==> src/rtl/apb_pkg.sv <==
// Shared definitions for the APB requester command path: sequencer state encoding and default widths.
package apb_pkg;

  localparam int unsigned APB_ADD_WIDTH = 9;
  localparam int unsigned APB_WIDTH     = 32;

  typedef enum logic [1:0] {
    ST_IDLE  = 2'd0,
    ST_ISSUE = 2'd1,
    ST_WAIT  = 2'd2,
    ST_RESP  = 2'd3
  } apb_state_e;

endpackage

==> src/rtl/apb_cmd_fifo.sv <==
// Synchronous command FIFO: 1-cycle push-to-visible, head held until popped; exposes head and head+1.
// Ready is registered and drops while full; a same-cycle pop does not open a slot for a push.
module apb_cmd_fifo #(
  parameter  int unsigned W     = 8,
  parameter  int unsigned DEPTH = 4,
  localparam int unsigned AW    = $clog2(DEPTH)
) (
  input  logic          clk,
  input  logic          rst_n,
  input  logic          push_i,
  input  logic [W-1:0]  push_dat_i,
  input  logic          pop_i,
  output logic [W-1:0]  head_dat_o,
  output logic [W-1:0]  next_dat_o,
  output logic [AW:0]   level_o,
  output logic          rdy_o,
  output logic          empty_o
);

  logic [W-1:0]  mem_q [DEPTH];
  logic [AW-1:0] wr_ptr_q;
  logic [AW-1:0] rd_ptr_q;
  logic [AW-1:0] nxt_ptr;
  logic [AW:0]   level_q;
  logic [AW:0]   level_d;
  logic          rdy_q;
  logic          do_push;
  logic          do_pop;

  assign do_push = push_i & rdy_q;
  assign do_pop  = pop_i & (level_q != '0);
  assign nxt_ptr = rd_ptr_q + 1'b1;

  always_comb begin
    level_d = level_q;
    case ({do_push, do_pop})
      2'b10:   level_d = level_q + 1'b1;
      2'b01:   level_d = level_q - 1'b1;
      default: level_d = level_q;
    endcase
  end

  // Ready is computed from the next level so it is exact from the first edge out of reset.
  always_ff @(posedge clk or negedge rst_n) begin
    if (!rst_n) begin
      wr_ptr_q <= '0;
      rd_ptr_q <= '0;
      level_q  <= '0;
      rdy_q    <= 1'b0;
    end else begin
      if (do_push) wr_ptr_q <= wr_ptr_q + 1'b1;
      if (do_pop)  rd_ptr_q <= rd_ptr_q + 1'b1;
      level_q <= level_d;
      rdy_q   <= (level_d != (AW+1)'(DEPTH));
    end
  end

  always_ff @(posedge clk) begin
    if (do_push) mem_q[wr_ptr_q] <= push_dat_i;
  end

  assign head_dat_o = mem_q[rd_ptr_q];
  assign next_dat_o = mem_q[nxt_ptr];
  assign level_o    = level_q;
  assign rdy_o      = rdy_q;
  assign empty_o    = (level_q == '0);

endmodule

==> src/rtl/apb_req_sequencer.sv <==
// Queues commands and issues them one at a time to the APB requester, returning one response each.
// Push to response >= 4 cycles; cmd_ready drops when the queue is full, responses hold until rsp_ready.
module apb_req_sequencer
  import apb_pkg::*;
#(
  parameter int unsigned ADD_WIDTH = APB_ADD_WIDTH,
  parameter int unsigned WIDTH     = APB_WIDTH,
  parameter int unsigned DEPTH     = 4,
  parameter int unsigned TIMEOUT   = 16
) (
  input  logic                    pclk,
  input  logic                    presetn,
  input  logic                    cmd_valid,
  output logic                    cmd_ready,
  input  logic                    cmd_write,
  input  logic [WIDTH/8-1:0]      cmd_strb,
  input  logic [ADD_WIDTH-1:0]    cmd_addr,
  input  logic [WIDTH-1:0]        cmd_wdata,
  output logic                    transfer,
  output logic                    Req_read_write,
  output logic [WIDTH/8-1:0]      Req_pstrb,
  output logic [ADD_WIDTH-1:0]    Req_addr,
  output logic [WIDTH-1:0]        Req_wdata,
  input  logic [WIDTH-1:0]        Req_rdata,
  input  logic                    apb_done,
  output logic                    rsp_valid,
  input  logic                    rsp_ready,
  output logic                    rsp_write,
  output logic [WIDTH-1:0]        rsp_rdata,
  output logic                    rsp_err,
  output logic [$clog2(DEPTH):0]  fifo_level
);

  localparam int unsigned SW = WIDTH / 8;
  localparam int unsigned TW = $clog2(TIMEOUT);
  localparam int unsigned LW = $clog2(DEPTH) + 1;

  typedef struct packed {
    logic                 wr;
    logic [SW-1:0]        strb;
    logic [ADD_WIDTH-1:0] addr;
    logic [WIDTH-1:0]     wdata;
  } cmd_t;

  cmd_t          push_cmd;
  cmd_t          head_cmd;
  cmd_t          next_cmd;
  cmd_t          req_q;
  cmd_t          req_d;
  apb_state_e    state_q;
  apb_state_e    state_d;
  logic [TW-1:0] timer_q;
  logic [TW-1:0] timer_d;
  logic          transfer_q;
  logic          rsp_valid_q;
  logic          rsp_write_q;
  logic          rsp_write_d;
  logic [WIDTH-1:0] rsp_rdata_q;
  logic [WIDTH-1:0] rsp_rdata_d;
  logic          rsp_err_q;
  logic          rsp_err_d;
  logic          fifo_pop;
  logic          fifo_empty;
  logic [LW-1:0] level;

  assign push_cmd = '{wr: cmd_write, strb: cmd_strb, addr: cmd_addr, wdata: cmd_wdata};

  apb_cmd_fifo #(
    .W     ($bits(cmd_t)),
    .DEPTH (DEPTH)
  ) u_fifo (
    .clk        (pclk),
    .rst_n      (presetn),
    .push_i     (cmd_valid),
    .push_dat_i (push_cmd),
    .pop_i      (fifo_pop),
    .head_dat_o (head_cmd),
    .next_dat_o (next_cmd),
    .level_o    (level),
    .rdy_o      (cmd_ready),
    .empty_o    (fifo_empty)
  );

  always_comb begin
    state_d     = state_q;
    timer_d     = timer_q;
    req_d       = req_q;
    rsp_write_d = rsp_write_q;
    rsp_rdata_d = rsp_rdata_q;
    rsp_err_d   = rsp_err_q;
    fifo_pop    = 1'b0;
    case (state_q)
      ST_IDLE: begin
        if (!fifo_empty) begin
          state_d = ST_ISSUE;
          req_d   = head_cmd;
        end
      end
      ST_ISSUE: begin
        state_d = ST_WAIT;
        timer_d = '0;
      end
      ST_WAIT: begin
        // Completion is checked first so a done in the last timeout cycle is not an error.
        if (apb_done) begin
          state_d     = ST_RESP;
          rsp_write_d = req_q.wr;
          rsp_rdata_d = req_q.wr ? '0 : Req_rdata;
          rsp_err_d   = 1'b0;
        end else if (timer_q == TW'(TIMEOUT - 1)) begin
          state_d     = ST_RESP;
          rsp_write_d = req_q.wr;
          rsp_rdata_d = '0;
          rsp_err_d   = 1'b1;
        end else begin
          timer_d = timer_q + 1'b1;
        end
      end
      ST_RESP: begin
        if (rsp_ready) begin
          fifo_pop = 1'b1;
          // The head is still occupied here, so the following command sits one slot behind it.
          if (level > LW'(1)) begin
            state_d = ST_ISSUE;
            req_d   = next_cmd;
          end else begin
            state_d = ST_IDLE;
          end
        end
      end
      default: state_d = ST_IDLE;
    endcase
  end

  always_ff @(posedge pclk or negedge presetn) begin
    if (!presetn) begin
      state_q     <= ST_IDLE;
      timer_q     <= '0;
      req_q       <= '0;
      transfer_q  <= 1'b0;
      rsp_valid_q <= 1'b0;
      rsp_write_q <= 1'b0;
      rsp_rdata_q <= '0;
      rsp_err_q   <= 1'b0;
    end else begin
      state_q     <= state_d;
      timer_q     <= timer_d;
      req_q       <= req_d;
      transfer_q  <= (state_d == ST_ISSUE);
      rsp_valid_q <= (state_d == ST_RESP);
      rsp_write_q <= rsp_write_d;
      rsp_rdata_q <= rsp_rdata_d;
      rsp_err_q   <= rsp_err_d;
    end
  end

  assign transfer       = transfer_q;
  assign Req_read_write = req_q.wr;
  assign Req_pstrb      = req_q.strb;
  assign Req_addr       = req_q.addr;
  assign Req_wdata      = req_q.wdata;
  assign rsp_valid      = rsp_valid_q;
  assign rsp_write      = rsp_write_q;
  assign rsp_rdata      = rsp_rdata_q;
  assign rsp_err        = rsp_err_q;
  assign fifo_level     = level;

endmodule
==> config.mk <==
export PLATFORM = sky130hd
export DESIGN_NAME = apb_req_sequencer
export DESIGN_NICKNAME = d
export VERILOG_FILES = /design/src/rtl/apb_pkg.sv /design/src/rtl/apb_cmd_fifo.sv /design/src/rtl/apb_req_sequencer.sv
export SDC_FILE = /design/constraint.sdc
export NUM_CORES = 1
export LEC_CHECK = 0
export BUFFER_PORTS_ARGS = -buffer_cell sky130_fd_sc_hd__buf_2
export CAP_MARGIN = 20
export CORE_UTILIZATION = 50
export DETAILED_ROUTE_END_ITERATION = 8
export GPL_TIMING_DRIVEN = 0
export HOLD_SLACK_MARGIN = 0.12
export PLACE_DENSITY = 0.83
export SETUP_SLACK_MARGIN = 0.1
export SYNTH_ARGS = -nofsm -noshare
export SYNTH_HDL_FRONTEND = slang
export SYNTH_SLANG_ARGS = --single-unit
==> constraint.sdc <==
create_clock -name pclk -period 2.3 [get_ports pclk]
set_clock_uncertainty 0.15 [all_clocks]
set_input_delay 0.115 -clock pclk [delete_from_list [all_inputs] [get_ports pclk]]
set_output_delay 0.115 -clock pclk [all_outputs]
set_load 0.01 [all_outputs]
==> metrics.md <==
| Metric | Value |
|---|---|
| Outcome | `completed` |
| Setup repair after global routing missed its margin | `true` |
| Sequential standard cell area | `7930 µm²` |
| Sequential area share after synthesis | `0.614` |
| FF-to-FF Start | `u_fifo.level_o[0]` |
| Worst-path clk slew | `0.07 ns` |
| Final Net Count | `1232` |
| Most common flop cell mapped by yosys | `sky130_fd_sc_hd__edfxtp_1` |
| Post-route antenna net violation count | `0` |
| Endpoint of the worst register-to-register path | `u_fifo.rdy_o` |
| Max-cap check violation count | `0` |
| Wirelength per Cell | `19.8 µm` |
| Most area-consuming cells after synthesis | `sky130_fd_sc_hd__edfxtp_1 43%, sky130_fd_sc_hd__dfrtp_1 19%, sky130_fd_sc_hd__mux2_2 8.8%` |
| Overall power | `~22 mW` |
| Global-route wire length before repair | `46400 µm` |
| Most used standard cells in the synthesized netlist | `184 x sky130_fd_sc_hd__edfxtp_1, 101 x sky130_fd_sc_hd__mux2_2, 96 x sky130_fd_sc_hd__dfrtp_1` |
| Fillers | `1795` |
| First-pass detailed-route iteration total | `5` |
| Total via count after detailed routing | `~8300` |
| Library cell with the largest summed area after synthesis | `sky130_fd_sc_hd__edfxtp_1` |
| Relative slew margins | `0.415` |
| Ratio of cells with drive above 1 in the final layout | `0.411` |
| Root Driver | `sky130_fd_sc_hd__clkbuf_16` |
| Post-Syn Area | `approximately 13000 µm²` |
| Number of cells in the design after placement | `1344` |
| Number of flops mapped to enable cells by yosys | `~180` |
| Worst-path cell with the longest stage delay | `sky130_fd_sc_hd__dfrtp_2` |
| Worst Max-Slew Pin Slew | `0.877 ns` |
| Proportion of synthesized flip-flops having asynchronous set or reset | `0.343` |
| Worst Reg2Reg Path Length in Cells | `9` |
| Worst path cell trace | `inv_2 -> ha_4 -> nand2b_4 -> and2_4 -> inv_4 -> ha_4 -> or3_4 -> o21ai_2 -> or3b_1` |
| Most frequent cell after synthesis | `sky130_fd_sc_hd__edfxtp_1` |
| Pin count of the biggest net entering global routing | `57` |
| Max rail drop VDD | `~590 µV` |
| Classification of the worst setup path | `flop to flop` |
| Most Frequent Cell on Critical Path | `sky130_fd_sc_hd__ha_4` |
| Total congestion overflow | `0` |
| Tmin final | `between 2 and 2.5 ns` |
| CTS tree | `done` |
| Vias in the first global route | `8766` |
| Number of failing hold endpoints at the final stage | `0` |
| Maximum number of buffers from clock root to sink | `3` |
| Longest individual stage delay on the worst path | `0.43 ns` |
| Endpoint kind of the worst setup timing path | `flop` |
| Worst hold slack | `about 0.2 ns` |
| WP data required | `approximately 2.6 ns` |
| Vert. Die Dim | `163 µm` |
| TritonCTS Buffers | `28` |
| Number of antenna violations at the first check in global routing | `2` |
| Vias per cell | `5.60` |
| Wirelength, routed | `29500 µm` |
| Row cnt | `58` |
| Unique masters post-synth | `46` |
| Remaining design rule violation count | `0` |
| Top-area cell type share of the netlist area | `0.428` |
| Boundary Pins | `between 150 and 200` |
| Relative area change from synthesis to final layout | `26.3%` |
| Data arrival, critical path | `2.48 ns` |
| Fmax achieved | `452 MHz` |
| Count of H-tree levels built during CTS | `1` |
| Clock sink count | `280` |
| Final critical-path share of the clock period | `0.962` |
| CP Launch Type | `flop` |
| Clock Latency Late Sink | `0.54 ns` |
| Hold worst-path end | `u_fifo.mem_q[1][17]` |
| Routability congestion estimate from global placement | `0.736` |
| Setup slack after layout | `0.0881 ns` |
| Finished Layout Cells | `1492` |
| Worst min-delay path startpoint | `cmd_wdata[17]` |
| Total leakage power | `6.61 nW` |
| Number of cells on the worst hold path | `2` |
| Post-route core utilization | `0.646` |
| Initial core utilization | `0.512` |
| Syn nets | `935` |
| Std-Cell Core Area | `about 25000 µm²` |
| Iteration-0 DRC Markers | `668` |
| GRT Overall Usage | `0.225` |
| CP max FO | `6` |
| DP Worst Slack | `-0.152 ns` |
| Width of the chip | `163 µm` |
| Detailed-placement wirelength estimate | `18800 µm` |
| I/O Buffers | `168` |
| Syn Inst Count | `between 800 and 900` |
| Flip-flop and latch count after synthesis | `between 200 and 300` |
| Area of the multi-input gates | `between 4000 and 5000 µm²` |
| Total Die Area | `26500 µm²` |
| Worst min path class | `input pin to flop` |
| Minimum setup slack among reg-to-reg paths | `0.09 ns` |
| Final Slew Violations | `0` |
| Total setup violations reported at the end of the flow | `0` |
| Number of warnings issued by yosys | `0` |
| Mean post-synth cell area | `roughly 15 µm²` |
| Pwr dens | `about 1400 nW/µm²` |
==> layer usage <==
| layer | GRT usage | wire [µm] | up-vias |
|---|---|---|---|
| li1 | - | - | 3856 |
| met3 | 0.0382 | 1690 | 55 |
| met4 | 0.0646 | 646 | 0 |
| met5 | 0 | 0 | - |
| met1 | 0.294 | 12300 | 4179 |
| met2 | 0.385 | 14800 | 259 |
==> placed cells by master (no fill, tap or decap), types with 2 or more instances in the layout <==
cell and count:
sky130_fd_sc_hd__buf_2 188, sky130_fd_sc_hd__edfxtp_1 184, sky130_fd_sc_hd__mux2_2 101, sky130_fd_sc_hd__mux2i_1 95
sky130_fd_sc_hd__dfrtp_1 93, sky130_fd_sc_hd__dlygate4sd3_1 84, sky130_fd_sc_hd__nand2_1 75, sky130_fd_sc_hd__a221oi_1 47
sky130_fd_sc_hd__mux2_4 37, sky130_fd_sc_hd__o21ai_0 36, sky130_fd_sc_hd__o22ai_2 36, sky130_fd_sc_hd__clkbuf_16 30
sky130_fd_sc_hd__buf_4 19, sky130_fd_sc_hd__buf_6 11, sky130_fd_sc_hd__o22ai_1 11, sky130_fd_sc_hd__buf_12 9
sky130_fd_sc_hd__clkbuf_1 9, sky130_fd_sc_hd__inv_1 8, sky130_fd_sc_hd__ha_1 7, sky130_fd_sc_hd__clkinv_2 6
sky130_fd_sc_hd__nor2_1 5, sky130_fd_sc_hd__a21oi_1 4, sky130_fd_sc_hd__ha_4 4, sky130_fd_sc_hd__bufinv_16 4
sky130_fd_sc_hd__and3_2 3, sky130_fd_sc_hd__clkinv_1 3, sky130_fd_sc_hd__buf_16 3, sky130_fd_sc_hd__dfrtp_2 3
sky130_fd_sc_hd__diode_2 2, sky130_fd_sc_hd__inv_4 2, sky130_fd_sc_hd__a22o_1 2, sky130_fd_sc_hd__clkbuf_4 2
sky130_fd_sc_hd__nor2b_1 2, sky130_fd_sc_hd__nor3_1 2, sky130_fd_sc_hd__clkbuf_2 2, sky130_fd_sc_hd__xnor2_1 2
sky130_fd_sc_hd__clkbuf_8 2, sky130_fd_sc_hd__clkinv_4 2
==> sequential cells by signal (all words and copies together) (netlist names) <==
name,cells
Req_wdata,32
rsp_rdata,32
Req_pstrb,4
state_q,2
u_fifo.level_o,3
u_fifo.wr_ptr_q,2
u_fifo.mem_q,184
u_fifo.rd_ptr_q,2
Req_addr,9
timer_q,4
Req_read_write,1
u_fifo.rdy_o,1
rsp_write,1
transfer,1
rsp_err,1
rsp_valid,1
==> where the power goes <==
part	switching, mW	internal (mW)
combinational	5.15	4.79
sequential	0.772	7.01
clock	1.86	2.88
total	7.78	14.7
==> critical path: cells and delay by family (launching register included) <==
kind | cells | cell delay [ns]
simple gates | 4 | 0.95
flops | 1 | 0.43
compound gates | 1 | 0.07
buf+inv | 2 | 0.15
fa+ha+maj | 2 | 0.34
==> through the flow <==
stage | TNS [ns] | area, µm²
after CTS | 0 | 16300
after floorplan | -0.00582 | 12900
final | 0 | 16300
after detailed placement | -0.152 | 14300
after global routing | 0 | 16300
after global placement | -17.98 | 14200
==> cells by family (layout without fill, tap and decap cells) <==
group                    Yosys count  after routing  synth area share
other                              0              2                 0
adder cells (fa/ha/maj)           11             11            0.0107
AO/OA/AOI/OAI                    148            148            0.0974
flip-flops                       280            280             0.614
buffers and inverters             68            387            0.0390
XOR/XNOR                           3              3           0.00203
AND/OR/NAND/NOR                   97             97            0.0318
multiplexers                     234            234             0.206
==> worst max path at each step <==
stage,startpoint,endpoint,slack [ns],cells after the start
final,u_fifo.level_o[0],u_fifo.rdy_o,0.09,9
after global routing,u_fifo.level_o[0],u_fifo.rdy_o,0.01,9
after CTS,u_fifo.level_o[0],u_fifo.rdy_o,0.02,11
after detailed placement,u_fifo.level_o[0],u_fifo.rdy_o,-0.15,10
after global placement,presetn,u_fifo.level_o[1],-0.38,1
after floorplan,u_fifo.level_o[0],u_fifo.rdy_o,-0.006,10
==> area by class of cell <==
type / instances / area share
timing repair buffer: 268 / 0.116
antenna: 2 / 0.000307
tap: 330 / 0.0253
clock inverter: 16 / 0.0114
clock buffer: 36 / 0.0486
buffer: 56 / 0.0294
inverter: 11 / 0.00284
multi-input combinational: 493 / 0.280
sequential: 280 / 0.486
==> timing repair <==
item	in CTS	in global routing
pin swaps	5	2
setup buffers	11	0
hold endpoints to repair	323	0
endpoints found under the setup margin	30	33
hold buffers	84	0
resized for setup	14	13
Note: power is estimated with default switching activity, not from simulation.
